===== src/rtl/display_pkg.sv =====
// Shared types and defaults for the paged display latch.
// The page-index width helper keeps one-page configurations at a legal 1-bit index.
package display_pkg;

    typedef enum logic [1:0] {
        IDLE   = 2'd0,
        MANUAL = 2'd1,
        AUTO   = 2'd2
    } pager_state_e;

    localparam int DEFAULT_DATA_W     = 128;
    localparam int DEFAULT_PAGE_W     = 16;
    localparam int DEFAULT_SCROLL_DIV = 50_000_000;

    function automatic int pidx_width(input int num_pages);
        return (num_pages > 1) ? $clog2(num_pages) : 1;
    endfunction

endpackage


===== src/rtl/display_pager_if.sv =====
// Capture/paging bus between the display source (master) and the pager (slave).
// Bit 0 of the data and page vectors is the most significant bit.
interface display_pager_if #(
    parameter int DATA_W = display_pkg::DEFAULT_DATA_W,
    parameter int PAGE_W = display_pkg::DEFAULT_PAGE_W,
    parameter int PIDX_W = display_pkg::pidx_width(DATA_W / PAGE_W)
);
    logic [0:DATA_W-1] i_data;
    logic              i_refresh_display;
    logic              i_next_page;
    logic              i_auto_scroll;
    logic              i_freeze;
    logic [0:PAGE_W-1] o_display_data;
    logic [PIDX_W-1:0] o_page_idx;
    logic              o_valid;
    logic              o_new_data;

    modport master (
        output i_data, i_refresh_display, i_next_page, i_auto_scroll, i_freeze,
        input  o_display_data, o_page_idx, o_valid, o_new_data
    );

    modport slave (
        input  i_data, i_refresh_display, i_next_page, i_auto_scroll, i_freeze,
        output o_display_data, o_page_idx, o_valid, o_new_data
    );
endinterface


===== src/rtl/edge_detect_sync.sv =====
// Optional N-flop synchroniser followed by a rising-edge detector.
// SYNC_STAGES = 0 treats d as already synchronous and only adds the delay flop.
module edge_detect_sync #(
    parameter int SYNC_STAGES = 2
) (
    input  logic clk,
    input  logic rst_n,
    input  logic d,
    output logic rise
);
    logic synced;
    logic prev_q;

    if (SYNC_STAGES == 0) begin : g_bypass
        assign synced = d;
    end else begin : g_sync
        logic [SYNC_STAGES-1:0] sync_q;

        // NOTE: flops use non-blocking assignments so every stage samples the
        // value from before the edge; blocking here would collapse the chain.
        always_ff @(posedge clk or negedge rst_n) begin
            if (!rst_n) sync_q <= '0;
            else        sync_q <= (sync_q << 1) | SYNC_STAGES'(d);
        end

        assign synced = sync_q[SYNC_STAGES-1];
    end

    always_ff @(posedge clk or negedge rst_n) begin
        if (!rst_n) prev_q <= 1'b0;
        else        prev_q <= synced;
    end

    assign rise = synced & ~prev_q;
endmodule


===== src/rtl/display_pager.sv =====
// Captures a wide word on a refresh edge and shows it one page at a time,
// stepping pages from a debounced button pulse or a free-running scroll timer.
module display_pager
    import display_pkg::*;
#(
    parameter int DATA_W                = DEFAULT_DATA_W,
    parameter int PAGE_W                = DEFAULT_PAGE_W,
    parameter int SCROLL_DIV            = DEFAULT_SCROLL_DIV,
    parameter bit RESET_PAGE_ON_CAPTURE = 1'b1
) (
    input logic           clk,
    input logic           rst_n,
    display_pager_if.slave bus
);
    localparam int NUM_PAGES = DATA_W / PAGE_W;
    localparam int PIDX_W    = pidx_width(NUM_PAGES);
    localparam int TMR_W     = $clog2(SCROLL_DIV);

    if (DATA_W % PAGE_W != 0) begin : g_bad_page_w
        $error("display_pager: DATA_W must be a multiple of PAGE_W");
    end
    if (SCROLL_DIV < 2) begin : g_bad_div
        $error("display_pager: SCROLL_DIV must be at least 2");
    end

    logic [0:DATA_W-1] r_data;
    logic [0:DATA_W-1] data_buf;
    logic              r_refresh;
    logic              ref_rise, nxt, cap, tc, adv;
    logic              new_q, valid_q;
    logic [PIDX_W-1:0] idx_q, idx_d;
    logic [TMR_W-1:0]  tmr_q, tmr_d;
    pager_state_e      state_q, state_d;
    logic [0:PAGE_W-1] pages [NUM_PAGES];

    always_ff @(posedge clk or negedge rst_n) begin
        if (!rst_n) begin
            r_data    <= '0;
            r_refresh <= 1'b0;
        end else begin
            r_data    <= bus.i_data;
            r_refresh <= bus.i_refresh_display;
        end
    end

    // Refresh is already registered, so its detector only needs the delay flop.
    edge_detect_sync #(.SYNC_STAGES(0)) u_refresh_edge (
        .clk  (clk),
        .rst_n(rst_n),
        .d    (r_refresh),
        .rise (ref_rise)
    );

    edge_detect_sync #(.SYNC_STAGES(2)) u_next_edge (
        .clk  (clk),
        .rst_n(rst_n),
        .d    (bus.i_next_page),
        .rise (nxt)
    );

    assign cap = ref_rise & ~bus.i_freeze;
    assign tc  = (state_q == AUTO) && (tmr_q == TMR_W'(SCROLL_DIV - 1));
    assign adv = (state_q != IDLE) && (nxt || tc);

    // NOTE: every output of this block gets a default first, so no path
    // through the case/if tree can leave a signal unassigned and infer a latch.
    always_comb begin
        state_d = state_q;
        idx_d   = idx_q;
        tmr_d   = '0;

        case (state_q)
            IDLE:    if (cap) state_d = bus.i_auto_scroll ? AUTO : MANUAL;
            default: state_d = bus.i_auto_scroll ? AUTO : MANUAL;
        endcase

        // Outside AUTO the timer sits at zero, so entering AUTO starts a fresh count.
        if (state_q == AUTO && !adv) tmr_d = tmr_q + 1'b1;

        if (adv) idx_d = (idx_q == PIDX_W'(NUM_PAGES - 1)) ? '0 : idx_q + 1'b1;

        if (cap && RESET_PAGE_ON_CAPTURE) begin
            idx_d = '0;
            tmr_d = '0;
        end
    end

    // NOTE: the held word is reset like any other register because the display
    // must read all-zero straight out of reset, not stale or unknown data.
    always_ff @(posedge clk or negedge rst_n) begin
        if (!rst_n) begin
            state_q  <= IDLE;
            idx_q    <= '0;
            tmr_q    <= '0;
            data_buf <= '0;
            new_q    <= 1'b0;
            valid_q  <= 1'b0;
        end else begin
            state_q <= state_d;
            idx_q   <= idx_d;
            tmr_q   <= tmr_d;
            new_q   <= cap;
            if (cap) begin
                data_buf <= r_data;
                valid_q  <= 1'b1;
            end
        end
    end

    for (genvar p = 0; p < NUM_PAGES; p++) begin : g_page
        assign pages[p] = data_buf[p*PAGE_W +: PAGE_W];
    end

    assign bus.o_display_data = pages[idx_q];
    assign bus.o_page_idx     = idx_q;
    assign bus.o_valid        = valid_q;
    assign bus.o_new_data     = new_q;
endmodule


===== src/flat_wrapper.sv =====
// flat-port wrapper written by rule: the top's interface ports become plain ports
module display_pager_flat import display_pkg::*;
#(
    parameter int DATA_W                = DEFAULT_DATA_W,
    parameter int PAGE_W                = DEFAULT_PAGE_W,
    parameter int SCROLL_DIV            = DEFAULT_SCROLL_DIV,
    parameter bit RESET_PAGE_ON_CAPTURE = 1'b1
)
  (clk, rst_n, bus_i_data, bus_i_refresh_display, bus_i_next_page, bus_i_auto_scroll, bus_i_freeze, bus_o_display_data, bus_o_page_idx, bus_o_valid, bus_o_new_data);
  display_pager_if #(.DATA_W(DATA_W), .PAGE_W(PAGE_W)) bus_i ();
  input logic clk;
  input logic rst_n;
  input wire logic [$bits(bus_i.i_data)-1:0] bus_i_data;
  input wire logic [$bits(bus_i.i_refresh_display)-1:0] bus_i_refresh_display;
  input wire logic [$bits(bus_i.i_next_page)-1:0] bus_i_next_page;
  input wire logic [$bits(bus_i.i_auto_scroll)-1:0] bus_i_auto_scroll;
  input wire logic [$bits(bus_i.i_freeze)-1:0] bus_i_freeze;
  output wire logic [$bits(bus_i.o_display_data)-1:0] bus_o_display_data;
  output wire logic [$bits(bus_i.o_page_idx)-1:0] bus_o_page_idx;
  output wire logic [$bits(bus_i.o_valid)-1:0] bus_o_valid;
  output wire logic [$bits(bus_i.o_new_data)-1:0] bus_o_new_data;
  assign bus_i.i_data = bus_i_data;
  assign bus_i.i_refresh_display = bus_i_refresh_display;
  assign bus_i.i_next_page = bus_i_next_page;
  assign bus_i.i_auto_scroll = bus_i_auto_scroll;
  assign bus_i.i_freeze = bus_i_freeze;
  assign bus_o_display_data = bus_i.o_display_data;
  assign bus_o_page_idx = bus_i.o_page_idx;
  assign bus_o_valid = bus_i.o_valid;
  assign bus_o_new_data = bus_i.o_new_data;
  display_pager #(.DATA_W(DATA_W), .PAGE_W(PAGE_W), .SCROLL_DIV(SCROLL_DIV), .RESET_PAGE_ON_CAPTURE(RESET_PAGE_ON_CAPTURE)) u_core (.clk(clk), .rst_n(rst_n), .bus(bus_i));
endmodule

===== config.mk =====
export PLATFORM = sky130hd
export DESIGN_NAME = display_pager_flat
export DESIGN_NICKNAME = d
export VERILOG_FILES = /design/src/rtl/display_pkg.sv /design/src/rtl/display_pager_if.sv /design/src/rtl/edge_detect_sync.sv /design/src/rtl/display_pager.sv /design/src/flat_wrapper.sv
export SDC_FILE = /design/constraint.sdc
export NUM_CORES = 1
export LEC_CHECK = 0
export BUFFER_PORTS_ARGS = -buffer_cell sky130_fd_sc_hd__buf_2
export CAP_MARGIN = 20
export CORE_ASPECT_RATIO = 1.25
export CORE_MARGIN = 3
export CORE_UTILIZATION = 51
export DETAILED_ROUTE_END_ITERATION = 7
export PLACE_DENSITY = 0.75
export SYNTH_ARGS = -nofsm -noshare
export SYNTH_HDL_FRONTEND = slang
export SYNTH_SLANG_ARGS = --single-unit

===== constraint.sdc =====
create_clock -name clk -period 1.7 [get_ports clk]
set_input_delay 0.17 -clock clk [delete_from_list [all_inputs] [get_ports clk]]
set_output_delay 0.17 -clock clk [all_outputs]
set_load 0.02 [all_outputs]

# After elaboration in Yosys (flattened, before gate mapping)

Cells that the tools add are included.

Register bits after elaboration: 294
Input port bits: 134
Output and inout bits: 21
Logic and storage cells: 45

Add/sub/neg operators: 2
Order comparisons: 1
Equal/unequal tests: 4
Muxes and demuxes: 11
Bitwise gates (word level): 8
Reduce and logical (&&, ||, !) cells: 8

Operator list:

| operator                | number |
|---|---|
| $mux W26                | 2 |
| $bmux W16 S3            | 1 |
| $mux W16                | 2 |
| $add A26 B1 Y26 const B | 1 |
| $eq A26 B26 Y1 const B  | 1 |
| $mux W3                 | 3 |
| $mux W2                 | 3 |
| $ge A4 B4 Y1 const B    | 1 |
| $not A3 Y4              | 1 |
| $reduce_bool A2 Y1      | 2 |
| $add A3 B1 Y3 const B   | 1 |
| $and A1 B1 Y1           | 3 |
| $eq A3 B3 Y1 const B    | 1 |
| $logic_and A1 B1 Y1     | 3 |
| $not A1 Y1              | 3 |
| $eq A2 B2 Y1 const B    | 1 |
| $logic_not A2 Y1        | 1 |
| $ne A2 B1 Y1 const B    | 1 |
| $or A2 B1 Y2            | 1 |
| $logic_not A1 Y1        | 1 |
| $logic_or A1 B1 Y1      | 1 |

# Logic depth before layout (Yosys ltp)

Gate-level depths: netlist of the first run.

Depth in word-level cells: 8
Depth in mapped cells: 7

# Hierarchy

Synthesis of the first run repeated with hierarchy kept, for this count alone.

Cell total of the unflattened synthesis: 910
Area total of the unflattened synthesis: 10770.3 um2

By module, submodules not included:

| module                                   | times used | cells an instance | area each (um2) | seq. area each (um2) |
|---|---|---|---|---|
| display_pager                            | 1          | 904               | 10642.7         | 7257.0 |
| edge_detect_sync (u_core.u_next_edge)    | 1          | 4                 | 88.8            | 75.1 |
| edge_detect_sync (u_core.u_refresh_edge) | 1          | 2                 | 38.8            | 25.0 |

# Worst setup path before layout of the first run

No wires, ideal clock.

Path kind: reg-to-output
Start: register u_core.idx_q[0] (netlist: u_core.bus.o_page_idx[0])
End: output bus_o_display_data[0]
Arrival: 1840 ps
Path slack: -310 ps
Stages on the path, launching flop included: 5
Cell sequence: dfrtp_1 buf_2 buf_2 mux4_2 mux2_2

Word-level cells in the longest chain between the ends: 4

RTL lines:

| item                                         | line                 | source |
|---|---|---|
| from (decl)                                  | display_pager.sv:31  | `logic [PIDX_W-1:0] idx_q, idx_d;` |
| from (signal assigned)                       | display_pager.sv:100 | `idx_q <= idx_d;` |
| $not A3 Y4 (not written as such)             | display_pager.sv:114 | `assign bus.o_display_data = pages[idx_q];` |
| $bmux W16 S3                                 | display_pager.sv:114 |  |
| $mux W16 (not written as such) (2 in series) | display_pager.sv:114 |  |
| to (decl)                                    | flat_wrapper.sv:18   | `output wire logic [$bits(bus_i.o_display_data)-1:0] bus_o_display_data;` |

Every way passes these cells. The select of a mux whose other input is x is not followed.

# Worst setup path in the final report of the first run

Start: register u_core.idx_q[0] (netlist: u_core.bus.o_page_idx[0])
End: output bus_o_display_data[3]

Same word-level chain as after synthesis.

==> results of run 1 <==
path summary, 6_finish.rpt:
check                                              start                           end  slack [ns]  cells past startpoint
worst max-delay path            u_core.bus.o_page_idx[0]         bus_o_display_data[3]       -0.66                      5
worst min register to register          u_core.r_refresh  u_core.u_refresh_edge.prev_q        0.38                      0
min in group clk                            bus_i_freeze         u_core.bus.o_new_data        0.21                      4
worst min-delay path                               rst_n             u_core.r_data[67]        0.14                      2
worst max register to register           u_core.tmr_q[1]      u_core.bus.o_page_idx[0]       -0.13                      6
max in group asynchronous                          rst_n      u_core.bus.o_page_idx[0]        0.86                      3
synthesized netlist by cell type, drive strengths merged (5+ instances only):
cell      n  share of area
buf      19         0.0087
clkbuf    8         0.0028
dfrtp   294           0.70
mux2    147           0.16
mux4     32          0.068
nand2     7         0.0025
nand3    11         0.0057
nand4     9         0.0059
nor2     33          0.012
nor2b     5         0.0030
xnor2    10         0.0083
xor2     14          0.012
power groups by stage:
stage,sequential [mW],clock [mW],combinational (mW)
after detailed placement,8.49,0,4.26
after global placement,8.47,0,4.12
after global routing,8.43,7.13,5.59
final,8.39,6.69,5.27
after CTS,8.38,6.73,4.69
after floorplan,8.18,0,3.17
per-stage QoR:
step | TNS (ns) | instances | util | cell area [um2]
4_1_cts | -9.444 | 1234 | 0.7137 | 14450
3_5_place_dp | -0.6537 | 1049 | 0.5939 | 12030
3_3_place_gp | -0.3632 | 1049 | 0.5939 | 12030
6_report | -10.46 | 1249 | 0.7306 | 14790
5_1_grt | -12.70 | 1249 | 0.7306 | 14790
2_1_floorplan | -0.05056 | 614 | - | 10660
kinds of logic after synthesis:
group                      after synthesis  share of synthesized area
muxes                                  179                     0.2251
and+or+nand+nor                         81                    0.04019
buffers and inverters                   31                    0.01292
DFF                                    294                     0.6971
adders and majority gates                3                   0.003557
AOI/OAI and AO/OA                        2                   0.001185
xor gates and xnor gates                24                    0.01992
sequential cells by signal, indices dropped and copies added (netlist names):
name,cells
u_core.u_refresh_edge.prev_q,1
u_core.state_q,2
u_core.data_buf,128
u_core.r_data,128
u_core.r_refresh,1
u_core.bus.o_valid,1
u_core.tmr_q,26
u_core.u_next_edge.g_sync.sync_q,2
u_core.bus.o_new_data,1
u_core.bus.o_page_idx,3
u_core.u_next_edge.prev_q,1
repair_timing:
| item | 4_1_cts | 5_1_grt |
|---|---|---|
| hold buffers | 132 | 0 |
| buffers inserted | 3 | 9 |
| endpoints found under the setup margin | 22 | 45 |
| cloned | 0 | 5 |
| resized for setup | 18 | 46 |
| pin swaps | 5 | 12 |
| endpoints found under the hold margin | 426 | 0 |
final cells by class:
cell class / instances / area, um2
Clock inverter: 9 / 177.7
Multi-Input combinational cell: 289 / 3279
Clock buffer: 41 / 820.8
Fill cell: 1215 / 5454
Timing Repair Buffer: 341 / 2796
Sequential cell: 294 / 7363
Antenna cell: 1 / 2.502
Tap cell: 270 / 337.8
Inverter: 4 / 15.01
metal layers:
| layer | up-vias | global-route usage |
|---|---|---|
| li1 | 2848 | - |
| met1 | 3394 | 0.2593 |
| met2 | 223 | 0.4553 |
| met3 | 61 | 0.03686 |
| met4 | 0 | 0.07972 |
| met5 | - | 0 |
==> impl_metrics.csv, run 1 <==
group,metric,value,unit
run_status,run_status,"complete, but fails checks",
run_status,violations,"setup timing",
timing,hold-worst-slack,0.1410,ns
floorplanning,starting_density_of_the_core,0.5213,
placement,port-buffer-count,154,
pwr,p_sw,5.386,mW
placement,pre_cts_ws,-0.06439,ns
routing,drc_errors,0,
cts,clk_transition_reported_paths,0.06,ns
timing,grt_setup_unrepaired,"yes",
critical_path,critPathCaptureType,"primary output",
critical_path,crit_family,"multiplexers",
timing,timing.final.max_slew_violations,0,
floorplanning,design.core.area,20250,um2
finish,nNetsFinal,1096,
critical_path,crit_path_max_fanout,6,
critical_path,worst_ep_arrival_time,2.19,ns
critical_path,critical_path_class,"reg -> out",
routing,total_routed_wire_length_on_the_met1_layer,9189,um
timing,period_share,1.388,
worst_hold_path,worstHoldPathType,"in -> async",
placement,gp_congestion,0.8821,
timing,timing_hold_violations_final,0,
cts,cts.root.buffer_cell,"clkbuf_16",
global_routing,grt_pass1_vias,7524,
logic_synthesis,synth.yosys.seq_area_share,0.6971,
logic_synthesis,syn_area_per_cell,17.19,um2
critical_path,critical_path.startpoint_type,"flip-flop",
cts,clock_latency,0.53,ns
finish,mostFrequentLayoutCell,"dfrtp_1",
critical_path,timing.critical_path.slowest_stage_cell,"mux4_2",
pwr,p_clk_frac,0.329,
logic_synthesis,ys.flop_type,"dfrtp_1",
finish,layout-area-overhead-vs-synth,40.17,%
pwr,ir_worst_vdd,0.001257,V
logic_synthesis,synth_area,10550,um2
floorplanning,die_area,22470,um2
critical_path,path_buf_inv,3,
timing,fmax,423.7,MHz
pwr,power.density,1375,nW/um2
routing,dr_total_vias,6526,
logic_synthesis,synthesis.instances,614,
pwr,p_leak,6.600,nW
routing,via_cell_ratio,5.225,
critical_path,cpPeakStageDelay,0.55,ns
cts,htreeDepth,1,
logic_synthesis,synthesized_nets,751,
pwr,power_report.internal_total,14.96,mW
routing,routed-wl-met2,15740,um
global_routing,total_congestion_overflow_after_global_routing,0,
timing,time_the_worst_path_needs_with_i_o_delays_and_setup,2.360,ns
cts,clock_tree.buffer_depth,3,
pwr,report.power.total,20.34,mW
cts,clock_sinks,294,
routing,route.top_layer_used,"met4",
timing,worst_clock_skew,0.008651,ns
critical_path,cp.required,1.53,ns
cts,cts_tree,"built",
routing,drt_first_pass_iters,4,
pwr,power.share.switching,0.2648,
logic_synthesis,ys_seq_elements,294,
logic_synthesis,netlist-cell-type-count,28,
routing,drtIter0Drc,265,
logic_synthesis,synth_edf_count,0,
floorplanning,standard_cell_rows,58,
logic_synthesis,ys_warn_count,0,
timing,setup_viol,45,
global_routing,track_usage,0.2359,
floorplanning,die_w,134.7,um
placement,place.detailed.hpwl,17070,um
timing,tightest_slew,0.3803,ns
logic_synthesis,ys_async_sr_fraction,1.000,
routing,detail-route-antenna-nets,0,
global_routing,wire_length_of_the_first_global_routing_pass,40710,um
routing,avgRoutedWirePerCell,21.87,um
flow_run,max_cap_viol_count,0,
cts,numCtsBuffers,29,
critical_path,crit_top_cell,"buf_12",
finish,most_used_cells_in_the_layout_excluding_fill_and_tap_cells,"dfrtp_1 (289), buf_2 (143), dlygate4sd3_1 (132)",
timing,final.setup.worst_slack,-0.6601,ns
global_routing,grt_max_degree,71,
floorplanning,dieHeight,166.8,um
timing,rel_slew_slack,0.7464,
pwr,pwr-share-seq,0.412,
pwr,pwr-share-comb,0.259,
finish,drive_gt1_frac,0.4663,
routing,wire_length_reported_by_the_detailed_router,27310,um
floorplanning,io_pins,155,
global_routing,antenna_found_initial,1,
critical_path,crit_chain,"buf_12, buf_12, mux4_2, mux2_4, buf_4",
routing,met3_length,1350,um
Power figures use the tool's default switching activity.
==> run 2, diff against run 1 <==
--- a/config.mk
+++ b/config.mk
@@ -10,8 +10,9 @@
 export CORE_ASPECT_RATIO = 1.25
 export CORE_MARGIN = 3
 export CORE_UTILIZATION = 51
+export CTS_CLUSTER_DIAMETER = 50
 export DETAILED_ROUTE_END_ITERATION = 7
-export PLACE_DENSITY = 0.75
+export PLACE_DENSITY = 0.82
 export SYNTH_ARGS = -nofsm -noshare
 export SYNTH_HDL_FRONTEND = slang
 export SYNTH_SLANG_ARGS = --single-unit
==> run 2 against run 1 <==
  * The flow still finishes with violations (setup timing)
  * Critical path type unchanged
  * Clock skew down 0.0014 ns
  * Sequential power about the same
  * Critical path depth down 1
==> impl_metrics.csv, run 2 (synthesis gave the netlist of run 1 again) <==
group,metric,value,unit
run_status,run_status,"complete, but fails checks",
run_status,violations,"setup timing",
critical_path,cpPeakStageDelay,0.54,ns
critical_path,path_buf_inv,2,
critical_path,timing.critical_path.slowest_stage_cell,"mux4_2",
placement,place.detailed.hpwl,16290,um
finish,drive_gt1_frac,0.4673,
finish,combined_area_of_the_multi_input_logic_cells,3228,um2
cts,clk_transition_reported_paths,0.06,ns
timing,fmax,435.1,MHz
timing,setup_viol,16,
finish,stdcell_count,1248,
floorplanning,design.core.area,20250,um2
critical_path,critical_path_class,"reg -> out",
timing,rel_slew_slack,0.7219,
placement,pre_cts_ws,-0.04940,ns
pwr,power.density,1365,nW/um2
global_routing,grt_pass1_vias,7338,
critical_path,cp.required,1.53,ns
cts,clock_latency,0.53,ns
finish,most_used_cells_in_the_layout_excluding_fill_and_tap_cells,"dfrtp_1 (290), buf_2 (143), mux2_2 (132), dlygate4sd3_1 (132), buf_4 (39)",
cts,htreeDepth,1,
routing,wire_length_reported_by_the_detailed_router,26010,um
finish,layout.core_utilization,0.7241,
critical_path,critPathCaptureType,"primary output",
routing,via_cell_ratio,5.170,
routing,drtIter0Drc,270,
pwr,ir_worst_vdd,0.001340,V
floorplanning,starting_density_of_the_core,0.5213,
finish,nNetsFinal,1093,
timing,worst_clock_skew,0.007258,ns
timing,timing.final.max_slew_violations,0,
cts,numCtsBuffers,29,
cts,cts_tree,"built",
critical_path,crit_family,"multiplexers",
placement,gp_congestion,0.8181,
routing,drc_errors,0,
global_routing,total_congestion_overflow_after_global_routing,0,
floorplanning,standard_cell_rows,58,
timing,timing_hold_violations_final,0,
placement,numPlacedInstances,1053,
routing,dr_total_vias,6452,
pwr,p_leak,6.495,nW
critical_path,worst_ep_arrival_time,2.13,ns
routing,detail-route-antenna-nets,0,
floorplanning,dieHeight,166.8,um
timing,time_the_worst_path_needs_with_i_o_delays_and_setup,2.298,ns
cts,cts.root.buffer_cell,"clkbuf_16",
placement,port-buffer-count,154,
floorplanning,die_w,134.7,um
finish,antenna_cells,0,
finish,fillCellCount,1212,
placement,placedInstanceArea,12060,um2
cts,clock_tree.buffer_depth,3,
finish,mostFrequentLayoutCell,"dfrtp_1",
finish,final_cell_area,14660,um2
floorplanning,die_area,22470,um2
critical_path,critical_path.startpoint_type,"flip-flop",
critical_path,crit_chain,"buf_12, mux4_2, mux2_4, buf_6",
floorplanning,io_pins,155,
pwr,report.power.total,20.01,mW
timing,grt_setup_unrepaired,"yes",
timing,final.setup.worst_slack,-0.5985,ns
flow_run,max_cap_viol_count,0,
timing,tightest_slew,0.4171,ns
worst_hold_path,worstHoldPathType,"in -> async",
finish,regs_by_ff_count,"u_core.data_buf x128, u_core.r_data x128, u_core.tmr_q x26",
finish,ff_latch_area,7362,um2
routing,drt_first_pass_iters,6,
routing,avgRoutedWirePerCell,20.84,um
timing,period_share,1.352,
global_routing,wire_length_of_the_first_global_routing_pass,39800,um
global_routing,antenna_found_initial,0,
finish,layout-area-overhead-vs-synth,38.92,%
global_routing,track_usage,0.2316,
critical_path,crit_path_max_fanout,16,
global_routing,grt_max_degree,59,
cts,clock_sinks,294,
[run 2: power by group]
group / internal (mW) / switching (mW)
logic: 2.95 / 2.16
registers: 7.79 / 0.607
clock network: 3.88 / 2.63
total: 14.6 / 5.39
[run 2: worst paths after layout]
path | start | to | slack (ns) | depth (start not counted)
hold reg to reg | u_core.r_refresh | u_core.u_refresh_edge.prev_q | 0.37 | 0
hold / removal | rst_n | u_core.r_data[87] | 0.17 | 2
max in group asynchronous | rst_n | u_core.r_data[7] | 0.91 | 3
min in group clk | bus_i_freeze | u_core.data_buf[99] | 0.20 | 4
setup / recovery | u_core.bus.o_page_idx[0] | bus_o_display_data[5] | -0.60 | 4
setup reg to reg | u_core.tmr_q[0] | u_core.tmr_q[20] | 0.03 | 8
[run 2: per-stage QoR]
| stage | hold slack [ns] | setup TNS [ns] |
|---|---|---|
| finish | 0.1659 | -8.896 |
| floorplan | -0.1256 | -0.05056 |
| global route | 0.1813 | -10.14 |
| detailed placement | 0.1184 | -0.4668 |
| global placement | 0.1134 | -0.09545 |
| CTS | 0.1599 | -9.199 |
[run 2: timing repair]
item                                   in CTS  in global routing
gates resized for setup                    23                 24
pin swaps                                   4                  8
hold buffers                              132                  0
endpoints found under the hold margin     426                  0
setup endpoints to repair                  23                 62
buffers inserted                            2                  7
cloned                                      0                  1
[run 2: worst reg2reg max path, delay by kind of cell (launching register included)]
kind / cells / cell delay [ns]
XOR/XNOR: 1 / 0.17
adder cells (fa/ha/maj): 1 / 0.17
buffers and inverters: 2 / 0.34
flip-flops: 1 / 0.40
AND/OR/NAND/NOR: 4 / 0.47
[run 2: layer usage]
layer | routed length, um | global-route usage | up-vias | part of all wire
met5 | 0 | 0 | - | 0
met4 | 1075 | 0.08857 | 0 | 0.041
met3 | 1200 | 0.03716 | 62 | 0.046
met2 | 14820 | 0.4431 | 208 | 0.57
met1 | 8921 | 0.2529 | 3330 | 0.34
li1 | - | - | 2852 | -
[run 2: area by class of cell]
cell class              instances  share of cell area
clock buffers                  40             0.05641
clock inverters                13             0.01109
inverters                       4            0.001024
multi-input cells             289              0.2202
flip-flops and latches        294              0.5021
well taps                     270             0.02304
repair buffers                338              0.1861
